$ cat src/rtl/reordenar_pkg.sv
// Shared constants for the vector reorder pipeline: the per-beat permutation
// modes and the encoding of the output-buffer state machine.
package reordenar_pkg;

    // Permutation selected by modo
    localparam logic [1:0] MODO_PASSA    = 2'b00;
    localparam logic [1:0] MODO_BYTE_REV = 2'b01;
    localparam logic [1:0] MODO_NIB_SWAP = 2'b10;
    localparam logic [1:0] MODO_NIB_REV  = 2'b11;

    // Occupancy of the output register plus skid register
    typedef enum logic [1:0] {
        VAZIO = 2'b00,
        CHEIO = 2'b01,
        SKID  = 2'b10
    } estado_t;

endpackage

$ cat src/rtl/reordenar_rede.sv
// Purely combinational permutation network. Nibble 0 is the LSB nibble and
// byte k occupies bits 8k+7..8k. Reversing all nibbles is the composition of
// a byte reversal and a nibble swap inside every byte.
module reordenar_rede
    import reordenar_pkg::*;
#(
    parameter int DATA_W = 32
) (
    input  logic [DATA_W-1:0] palavra_in,
    input  logic [1:0]        modo,
    output logic [DATA_W-1:0] palavra_out
);

    localparam int NB = DATA_W / 8;

    logic [DATA_W-1:0] byte_rev;
    logic [DATA_W-1:0] nib_swap;
    logic [DATA_W-1:0] nib_rev;

    // Build every candidate permutation, then select one by modo
    always_comb begin
        // NOTE: every always_comb output gets a default first so no path can infer a latch.
        byte_rev    = '0;
        nib_swap    = '0;
        nib_rev     = '0;
        palavra_out = palavra_in;
        for (int k = 0; k < NB; k++) begin
            byte_rev[8*k +: 8] = palavra_in[8*(NB-1-k) +: 8];
            nib_swap[8*k +: 8] = {palavra_in[8*k +: 4], palavra_in[8*k+4 +: 4]};
        end
        for (int k = 0; k < NB; k++) begin
            nib_rev[8*k +: 8] = {byte_rev[8*k +: 4], byte_rev[8*k+4 +: 4]};
        end
        case (modo)
            MODO_BYTE_REV: palavra_out = byte_rev;
            MODO_NIB_SWAP: palavra_out = nib_swap;
            MODO_NIB_REV:  palavra_out = nib_rev;
            default:       palavra_out = palavra_in;
        endcase
    end

endmodule

$ cat src/rtl/reordenar_vetores_pipe.sv
// Vector reorder pipeline: permutes each accepted word according to the modo
// captured with it and presents it one cycle later through a valid/ready
// output register backed by a single skid register, so full throughput is
// kept while entrada_ready stays a registered signal.
// Optional feature macro: REORDENAR_CONTADOR_EN adds the contador port, a
// wrapping count of output transfers.
module reordenar_vetores_pipe
    import reordenar_pkg::*;
#(
    parameter int DATA_W = 32,
    parameter int CNT_W  = 32
) (
    input  logic              clk,
    input  logic              rst_n,
    input  logic [DATA_W-1:0] entrada,
    input  logic [1:0]        modo,
    input  logic              entrada_valid,
    output logic              entrada_ready,
    output logic [DATA_W-1:0] saida,
    output logic              saida_valid,
    input  logic              saida_ready
`ifdef REORDENAR_CONTADOR_EN
    ,
    output logic [CNT_W-1:0]  contador
`endif
);

    if (DATA_W < 8 || (DATA_W % 8) != 0) begin : g_chk_data_w
        $error("DATA_W must be a multiple of 8 and at least 8");
    end
    if (CNT_W < 1) begin : g_chk_cnt_w
        $error("CNT_W must be at least 1");
    end

    estado_t           estado;
    estado_t           estado_prox;
    logic [DATA_W-1:0] perm;
    logic [DATA_W-1:0] saida_q;
    logic [DATA_W-1:0] skid_q;
    logic              ready_q;
    logic              aceita;
    logic              transfere;
    logic              ld_saida_in;
    logic              ld_saida_skid;
    logic              ld_skid;

    // Permutation sits on the input side so the stored words are already final
    reordenar_rede #(
        .DATA_W (DATA_W)
    ) u_rede (
        .palavra_in  (entrada),
        .modo        (modo),
        .palavra_out (perm)
    );

    assign aceita        = entrada_valid && ready_q;
    assign transfere     = saida_valid && saida_ready;
    assign saida_valid   = (estado != VAZIO);
    assign entrada_ready = ready_q;
    assign saida         = saida_q;

    // Next state and register load strobes from the current occupancy and handshakes
    always_comb begin
        estado_prox   = estado;
        ld_saida_in   = 1'b0;
        ld_saida_skid = 1'b0;
        ld_skid       = 1'b0;
        case (estado)
            VAZIO: begin
                if (aceita) begin
                    ld_saida_in = 1'b1;
                    estado_prox = CHEIO;
                end
            end
            CHEIO: begin
                case ({aceita, transfere})
                    2'b11: ld_saida_in = 1'b1;
                    2'b10: begin
                        ld_skid     = 1'b1;
                        estado_prox = SKID;
                    end
                    2'b01: estado_prox = VAZIO;
                    default: estado_prox = CHEIO;
                endcase
            end
            SKID: begin
                if (transfere) begin
                    ld_saida_skid = 1'b1;
                    estado_prox   = CHEIO;
                end
            end
            default: estado_prox = VAZIO;
        endcase
    end

    // State register; ready is registered from the next state so it never depends on saida_ready combinationally
    always_ff @(posedge clk) begin
        // NOTE: sequential state uses non-blocking assignments so all flops update from pre-edge values.
        if (!rst_n) begin
            estado  <= VAZIO;
            ready_q <= 1'b1;
        end else begin
            estado  <= estado_prox;
            ready_q <= (estado_prox != SKID);
        end
    end

    // Data registers: output word and the single skid word
    always_ff @(posedge clk) begin
        // NOTE: the data registers are cleared on reset because saida must read 0 and held beats must vanish.
        if (!rst_n) begin
            saida_q <= '0;
            skid_q  <= '0;
        end else begin
            if (ld_saida_in) begin
                saida_q <= perm;
            end else if (ld_saida_skid) begin
                saida_q <= skid_q;
            end
            if (ld_skid) begin
                skid_q <= perm;
            end
        end
    end

`ifdef REORDENAR_CONTADOR_EN
    logic [CNT_W-1:0] contador_q;

    // Count output transfers, wrapping naturally at 2^CNT_W
    always_ff @(posedge clk) begin
        if (!rst_n) begin
            contador_q <= '0;
        end else if (transfere) begin
            contador_q <= contador_q + CNT_W'(1);
        end
    end

    assign contador = contador_q;
`endif

endmodule

$ cat config.mk
export PLATFORM = sky130hd
export DESIGN_NAME = reordenar_vetores_pipe
export DESIGN_NICKNAME = d
export VERILOG_FILES = /design/src/rtl/reordenar_pkg.sv /design/src/rtl/reordenar_rede.sv /design/src/rtl/reordenar_vetores_pipe.sv
export SDC_FILE = /design/constraint.sdc
export NUM_CORES = 1
export LEC_CHECK = 0
export CORE_MARGIN = 1
export CORE_UTILIZATION = 55
export CTS_BUF_LIST = sky130_fd_sc_hd__clkbuf_16
export CTS_CLUSTER_SIZE = 40
export DETAILED_ROUTE_END_ITERATION = 16
export PLACE_DENSITY = 0.95
export SLEW_MARGIN = 0
export SYNTH_ARGS = -nofsm -noshare
export SYNTH_HDL_FRONTEND = slang
export SYNTH_SLANG_ARGS = --single-unit
$ cat constraint.sdc
create_clock -name clk -period 3.9 [get_ports clk]
set_input_delay 1.17 -clock clk [delete_from_list [all_inputs] [get_ports clk]]
set_output_delay 1.17 -clock clk [all_outputs]
set_load 0.005 [all_outputs]
==> flow_summary_export.csv, run 1 <==
group,metric,value,unit
status,outcome,"finished, final reports clean",
layout,final_common_cell,"clkdlybuf4s50_1",
clock_tree,cts_buffers,9,
route,via_per_inst,6.11,
sta,finClkSkew,0.00393,ns
sta,slew_headroom,35.7,%
clock_tree,cts_sinks,67,
setup_path,worst-endpoint-required,4.14,ns
synth,synth_nets,316,
global_routing,antenna_found_initial,0,
layout,nFillCells,378,
power,switchingPower,0.460,mW
run,max_cap_viol_count,0,
synth,syn_area_per_cell,12.0,um2
power,vdd_drop_max,0.000426,V
sta,holdWs,0.463,ns
setup_path,crit_type,"primary input to register",
route,drt_pass1_iterations,4,
power,total_leakage_power,1.61,nW
layout,n_antenna_cell,0,
layout,ff_latch_area,1340,um2
power,pwr-share-comb,18.7,%
layout,layout_common_cells,"clkdlybuf4s50_1 (70), dfxtp_1 (67), mux2i_1 (64)",
power,power_density,433,nW/um2
route,antenna_left,0,
layout,finalInstanceArea,4310,um2
sta,period_share,79.3,%
floorplan,fp.dieW,79.7,um
route,drtIter0Drc,103,
clock_tree,insertion_delay,0.33,ns
floorplan,rows,27,
setup_path,critPathLaunchType,"primary input",
clock_tree,cts_setup_buffers,0,
setup_path,critPathMaxFanout,32,
route,num_vias,2529,
clock_tree,cts_tree,"yes",
power,p_clk_share,40.2,%
synth,synth-seq-cells,67,
power,p_sw_share,24.6,%
synth,synth_cell_types,30,
global_routing,grt_first_pass_wirelength,12600,um
clock_tree,cts_resized,0,
synth,syn_inst,276,
synth,yosysSeqAreaShare,40.4,%
setup_path,r2r_cells,6,
sta,worst_slack,0.809,ns
synth,synth_area,3320,um2
sta,rsz0062_at_grt,"false",
setup_path,rr_startpoint,"estado[1]$_SDFF_PN0_",
layout,final_cells,414,
clock_tree,clk_path_buf_depth,2,
floorplan,coreArea,5680,um2
layout,drive_gt1_share,23.4,%
synth,synth_warnings,0,
floorplan,start_util,58.4,%
power,p_int,1.41,mW
global_routing,overflow,0,
worst_hold_path,min_from,"skid_q[25]$_SDFFE_PN0P_",
sta,tightest_slew,0.964,ns
placed_design,dp_slack,0.487,ns
clock_tree,htree_levels,3,
setup_path,arrival,3.33,ns
sta,fmax,0.324,GHz
placed_design,dp.cells,400,
worst_hold_path,min_path_cells,1,
worst_hold_path,hold_class,"register to register",
global_routing,grt_start_max_net_pins,33,
power,p_seq_share,41.1,%
route,drc,0,
setup_path,cp-end-kind,"register",
layout,final_util,75.9,%
route,routedWlPerCell,19.0,um
worst_hold_path,hold_end,"skid_q[25]$_SDFFE_PN0P_",
setup_path,timing.rr.end,"saida[8]$_SDFFE_PN0P_",
floorplan,fp.dieH,79.7,um
floorplan,io_pins,72,
layout,multi_input_area,1840,um2
layout,fin_nets,379,
power,power,1.87,mW
setup_path,reg2reg_slack,1.43,ns
sta,finalSetupViolCount,0,
placed_design,placed_area,4030,um2
clock_tree,clk_pin_slew_worst_paths,0.05,ns
global_routing,grt_usage,26.3,%
global_routing,grt_pass1_vias,2598,
placed_design,place_congestion,0.822,
route,routed_wl,7850,um
sta,fin_crit,3.09,ns
sta,setup_tns,0,ns
clock_tree,hold_buffers,0,
sta,slew_viol_final,0,
layout,area_delta_synth_final,29.8,%
placed_design,port-buffer-count,71,
floorplan,dieArea,6350,um2
sta,finalHoldViolCount,0,
clock_tree,cts_root_buffer,"clkbuf_16",
placed_design,dp_hpwl,5150,um
==> state kept, by name (all words and copies together), names as in the netlist <==
| name | cells |
|---|---|
| skid_q | 32 |
| estado | 2 |
| saida | 32 |
| entrada_ready | 1 |
==> cell usage after synthesis <==
library cell,instances,area (um2)
nand3b_1,1,7.51
ha_1,2,25.0
mux2i_1,64,641
nand3_1,1,5.00
nor2_1,1,3.75
clkbuf_1,8,30.0
and2_1,2,12.5
a211oi_1,1,7.51
dfxtp_1,67,1340
or2_2,1,6.26
buf_4,3,22.5
o41ai_1,1,8.76
o22ai_1,2,12.5
nand2_1,2,7.51
o2bb2ai_1,32,280
and4bb_1,1,12.5
and3b_1,2,17.5
o22ai_2,30,375
nor2b_1,2,12.5
mux2_1,5,56.3
or3_1,1,6.26
buf_6,3,33.8
nand4b_1,1,8.76
clkbuf_2,1,5.00
buf_2,10,50.1
mux2_2,27,304
inv_1,2,7.51
o21ai_1,1,5.00
a21oi_1,1,5.00
nand2b_1,1,6.26
==> final cells by class <==
| type | instances | share of cell area [%] |
|---|---|---|
| Sequential cell | 67 | 31.2 |
| Timing Repair Buffer | 77 | 17.4 |
| Multi-Input combinational cell | 182 | 42.8 |
| Clock inverter | 5 | 1.10 |
| Tap cell | 72 | 2.09 |
| Clock buffer | 9 | 5.23 |
| Inverter | 2 | 0.174 |
==> power by group through the flow <==
stage / Clock [mW] / Sequential (mW) / Combinational, mW
2_1_floorplan: 0 / 0.774 / 0.205
3_3_place_gp: 0 / 0.777 / 0.335
3_5_place_dp: 0 / 0.779 / 0.346
4_1_cts: 0.753 / 0.767 / 0.349
5_1_grt: 0.790 / 0.772 / 0.373
6_report: 0.749 / 0.768 / 0.349
==> cells by family after synthesis <==
kind of cell,count (synthesis),share of synthesized area (%)
buffers and inverters,27,4.49
flip-flops,67,40.4
adder cells (fa/ha/maj),2,0.754
multiplexers,96,30.2
AO/OA/AOI/OAI,68,20.9
AND/OR/NAND/NOR,16,3.21
==> worst max-delay path: stages <==
cell and delay [ns]:
clkdlybuf4s50_1 0.46, and2_1 0.18, ha_1 0.19, and3b_1 0.22
or3_2 0.83, o22ai_1 0.26
==> how the worst max path moves through the flow <==
stage / from / endpoint / slack [ns] / cells past startpoint
2_1_floorplan: entrada_valid / saida[11]$_SDFFE_PN0P_ / 1.50 / 6
3_3_place_gp: saida_ready / saida[9]$_SDFFE_PN0P_ / 0.58 / 6
3_5_place_dp: saida_ready / saida[8]$_SDFFE_PN0P_ / 0.49 / 6
4_1_cts: saida_ready / saida[8]$_SDFFE_PN0P_ / 0.83 / 6
5_1_grt: saida_ready / saida[8]$_SDFFE_PN0P_ / 0.72 / 6
6_report: saida_ready / saida[8]$_SDFFE_PN0P_ / 0.81 / 6
==> metal layers <==
| layer | vias to the layer above | wire [um] | track usage, % |
|---|---|---|---|
| met4 | 0 | 121 | 9.27 |
| met3 | 12 | 474 | 7.66 |
| met2 | 91 | 3880 | 44.7 |
| met1 | 1241 | 3370 | 31.2 |
| met5 | - | 0 | 0 |
| li1 | 1185 | - | - |
Power figures use the tool's default switching activity.
==> run 2, diff against run 1 <==
--- a/config.mk
+++ b/config.mk
@@ -6,11 +6,11 @@
 export NUM_CORES = 1
 export LEC_CHECK = 0
 export CORE_MARGIN = 1
-export CORE_UTILIZATION = 55
+export CORE_UTILIZATION = 46
 export CTS_BUF_LIST = sky130_fd_sc_hd__clkbuf_16
 export CTS_CLUSTER_SIZE = 40
 export DETAILED_ROUTE_END_ITERATION = 16
-export PLACE_DENSITY = 0.95
+export PLACE_DENSITY = 0.87
 export SLEW_MARGIN = 0
 export SYNTH_ARGS = -nofsm -noshare
 export SYNTH_HDL_FRONTEND = slang
==> constraint.sdc (replaced) <==
create_clock -name clk -period 2.7 [get_ports clk]
set_input_delay 0.81 -clock clk [delete_from_list [all_inputs] [get_ports clk]]
set_output_delay 0.81 -clock clk [all_outputs]
set_load 0.005 [all_outputs]
==> run 2 against run 1 <==
  * Flip-flop and latch count unchanged
  * Utilization decreased by 11 points
  * Highest routed layer unchanged
  * Routed wire length decreased by 3.0%
  * Critical path depth increased by 1
  * Hold slack got worse by 0.0070 ns
  * Critical path type unchanged
  * Combinational power increased by 51%
  * Clock power increased by 30%
  * Worst setup slack got worse by 0.42 ns
==> flow_summary_export.csv, run 2 (synthesized netlist as in run 1, its figures left out) <==
group,metric,value,unit
status,outcome,"finished, final reports clean",
sta,fmax,0.432,GHz
clock_tree,insertion_delay,0.32,ns
setup_path,reg2reg_slack,0.61,ns
floorplan,dieArea,7550,um2
setup_path,crit_slowest_cell,"o41ai_1",
route,drtIter0Drc,108,
setup_path,worst-endpoint-required,2.89,ns
sta,finalHoldViolCount,0,
power,vdd_drop_max,0.000379,V
floorplan,fp.dieW,86.9,um
global_routing,antenna_found_initial,0,
route,drc,0,
layout,layout_common_cells,"clkdlybuf4s50_1 (70), dfxtp_1 (67), mux2i_1 (64)",
setup_path,critPathMaxStageDelay,0.50,ns
sta,worst_slack,0.386,ns
layout,drive_gt1_share,23.9,%
clock_tree,htree_levels,3,
layout,fin_nets,384,
clock_tree,cts_buffers,9,
layout,n_antenna_cell,0,
setup_path,cp-end-kind,"register",
sta,setup_tns,0,ns
route,routed_wl,7610,um
setup_path,critPathLaunchType,"primary input",
route,antenna_left,0,
route,drt_pass1_iterations,4,
sta,period_share,85.7,%
power,total_leakage_power,1.66,nW
layout,final_cells,444,
clock_tree,clk_path_buf_depth,2,
floorplan,rows,30,
global_routing,grt_pass1_vias,2582,
power,power,2.61,mW
placed_design,port-buffer-count,71,
floorplan,fp.dieH,86.9,um
sta,fin_crit,2.31,ns
floorplan,start_util,48.3,%
sta,rsz0062_at_grt,"false",
worst_hold_path,hold_class,"register to register",
placed_design,place_congestion,0.773,
clock_tree,cts_tree,"yes",
route,routedWlPerCell,17.1,um
clock_tree,clk_pin_slew_worst_paths,0.05,ns
clock_tree,hold_buffers,0,
setup_path,arrival,2.51,ns
clock_tree,cts_setup_buffers,0,
setup_path,crit_type,"primary input to register",
sta,finClkSkew,0.00450,ns
sta,finalSetupViolCount,0,
clock_tree,cts_root_buffer,"clkbuf_16",
layout,area_delta_synth_final,34.2,%
floorplan,io_pins,72,
sta,slew_viol_final,0,
sta,slew_headroom,67.9,%
power,power_density,587,nW/um2
placed_design,dp_hpwl,5110,um
global_routing,overflow,0,
route,via_per_inst,5.70,
clock_tree,cts_resized,0,
placed_design,placed_area,4200,um2
global_routing,grt_start_max_net_pins,33,
layout,finalInstanceArea,4450,um2
setup_path,critPathMaxFanout,3,
setup_path,path_cells,"clkdlybuf4s50_1, and2_1, ha_1, and3b_1, buf_4, o41ai_1, nand2_1",
placed_design,dp_slack,0.0586,ns
sta,tightest_slew,0.475,ns
layout,final_util,64.8,%
clock_tree,cts_sinks,67,
global_routing,grt_usage,21.5,%
placed_design,dp.cells,429,
route,num_vias,2529,
layout,nFillCells,505,
global_routing,grt_first_pass_wirelength,12400,um
sta,holdWs,0.456,ns
floorplan,coreArea,6870,um2
layout,final_common_cell,"clkdlybuf4s50_1",
run,max_cap_viol_count,0,
-- run 2: critical path, delay by kind of cell --
kind,cells,cell delay [ns]
AO/OA/AOI/OAI,1,0.50
AND/OR/NAND/NOR,3,0.46
adder cells (fa/ha/maj),1,0.17
buffers and inverters,2,0.57
-- run 2: worst paths after layout --
path	to	cells past startpoint	start
max	entrada_ready$_SDFF_PN1_	7	entrada_valid
min	skid_q[2]$_SDFFE_PN0P_	1	skid_q[2]$_SDFFE_PN0P_
max reg2reg	entrada_ready$_SDFF_PN1_	7	estado[1]$_SDFF_PN0_
min reg2reg	skid_q[2]$_SDFFE_PN0P_	1	skid_q[2]$_SDFFE_PN0P_
-- run 2: final cells by class --
cell class / instances / area, um2 / share of cell area, %
clock inverters: 6 / 26.3 / 0.590
clock buffers: 9 / 225 / 5.06
multi-input cells: 182 / 1840 / 41.4
repair buffers: 82 / 888 / 20.0
inverters: 2 / 7.51 / 0.169
well taps: 96 / 120 / 2.70
flip-flops and latches: 67 / 1340 / 30.1
-- run 2: power breakdown --
| group | internal (mW) | switching (mW) | total (mW) |
|---|---|---|---|
| Clock | 0.598 | 0.379 | 0.977 |
| Combinational | 0.298 | 0.230 | 0.528 |
| Sequential | 1.06 | 0.0451 | 1.11 |
| Total | 1.96 | 0.655 | 2.61 |
-- run 2: routing by layer --
metal	routed length, um	vias up	global-route usage (%)
li1	-	1197	-
met1	3510	1247	27.4
met2	3620	71	35.6
met3	326	14	3.98
met4	150	0	9.09
met5	0	-	0
==> run 3, diff against run 2 <==
--- a/config.mk
+++ b/config.mk
@@ -11,7 +11,7 @@
 export CTS_CLUSTER_SIZE = 40
 export DETAILED_ROUTE_END_ITERATION = 16
 export PLACE_DENSITY = 0.87
-export SLEW_MARGIN = 0
+export SLEW_MARGIN = 40
 export SYNTH_ARGS = -nofsm -noshare
 export SYNTH_HDL_FRONTEND = slang
 export SYNTH_SLANG_ARGS = --single-unit
==> results of run 3 <==
The final DEF is identical to that of run 2; final timing and power are the same.
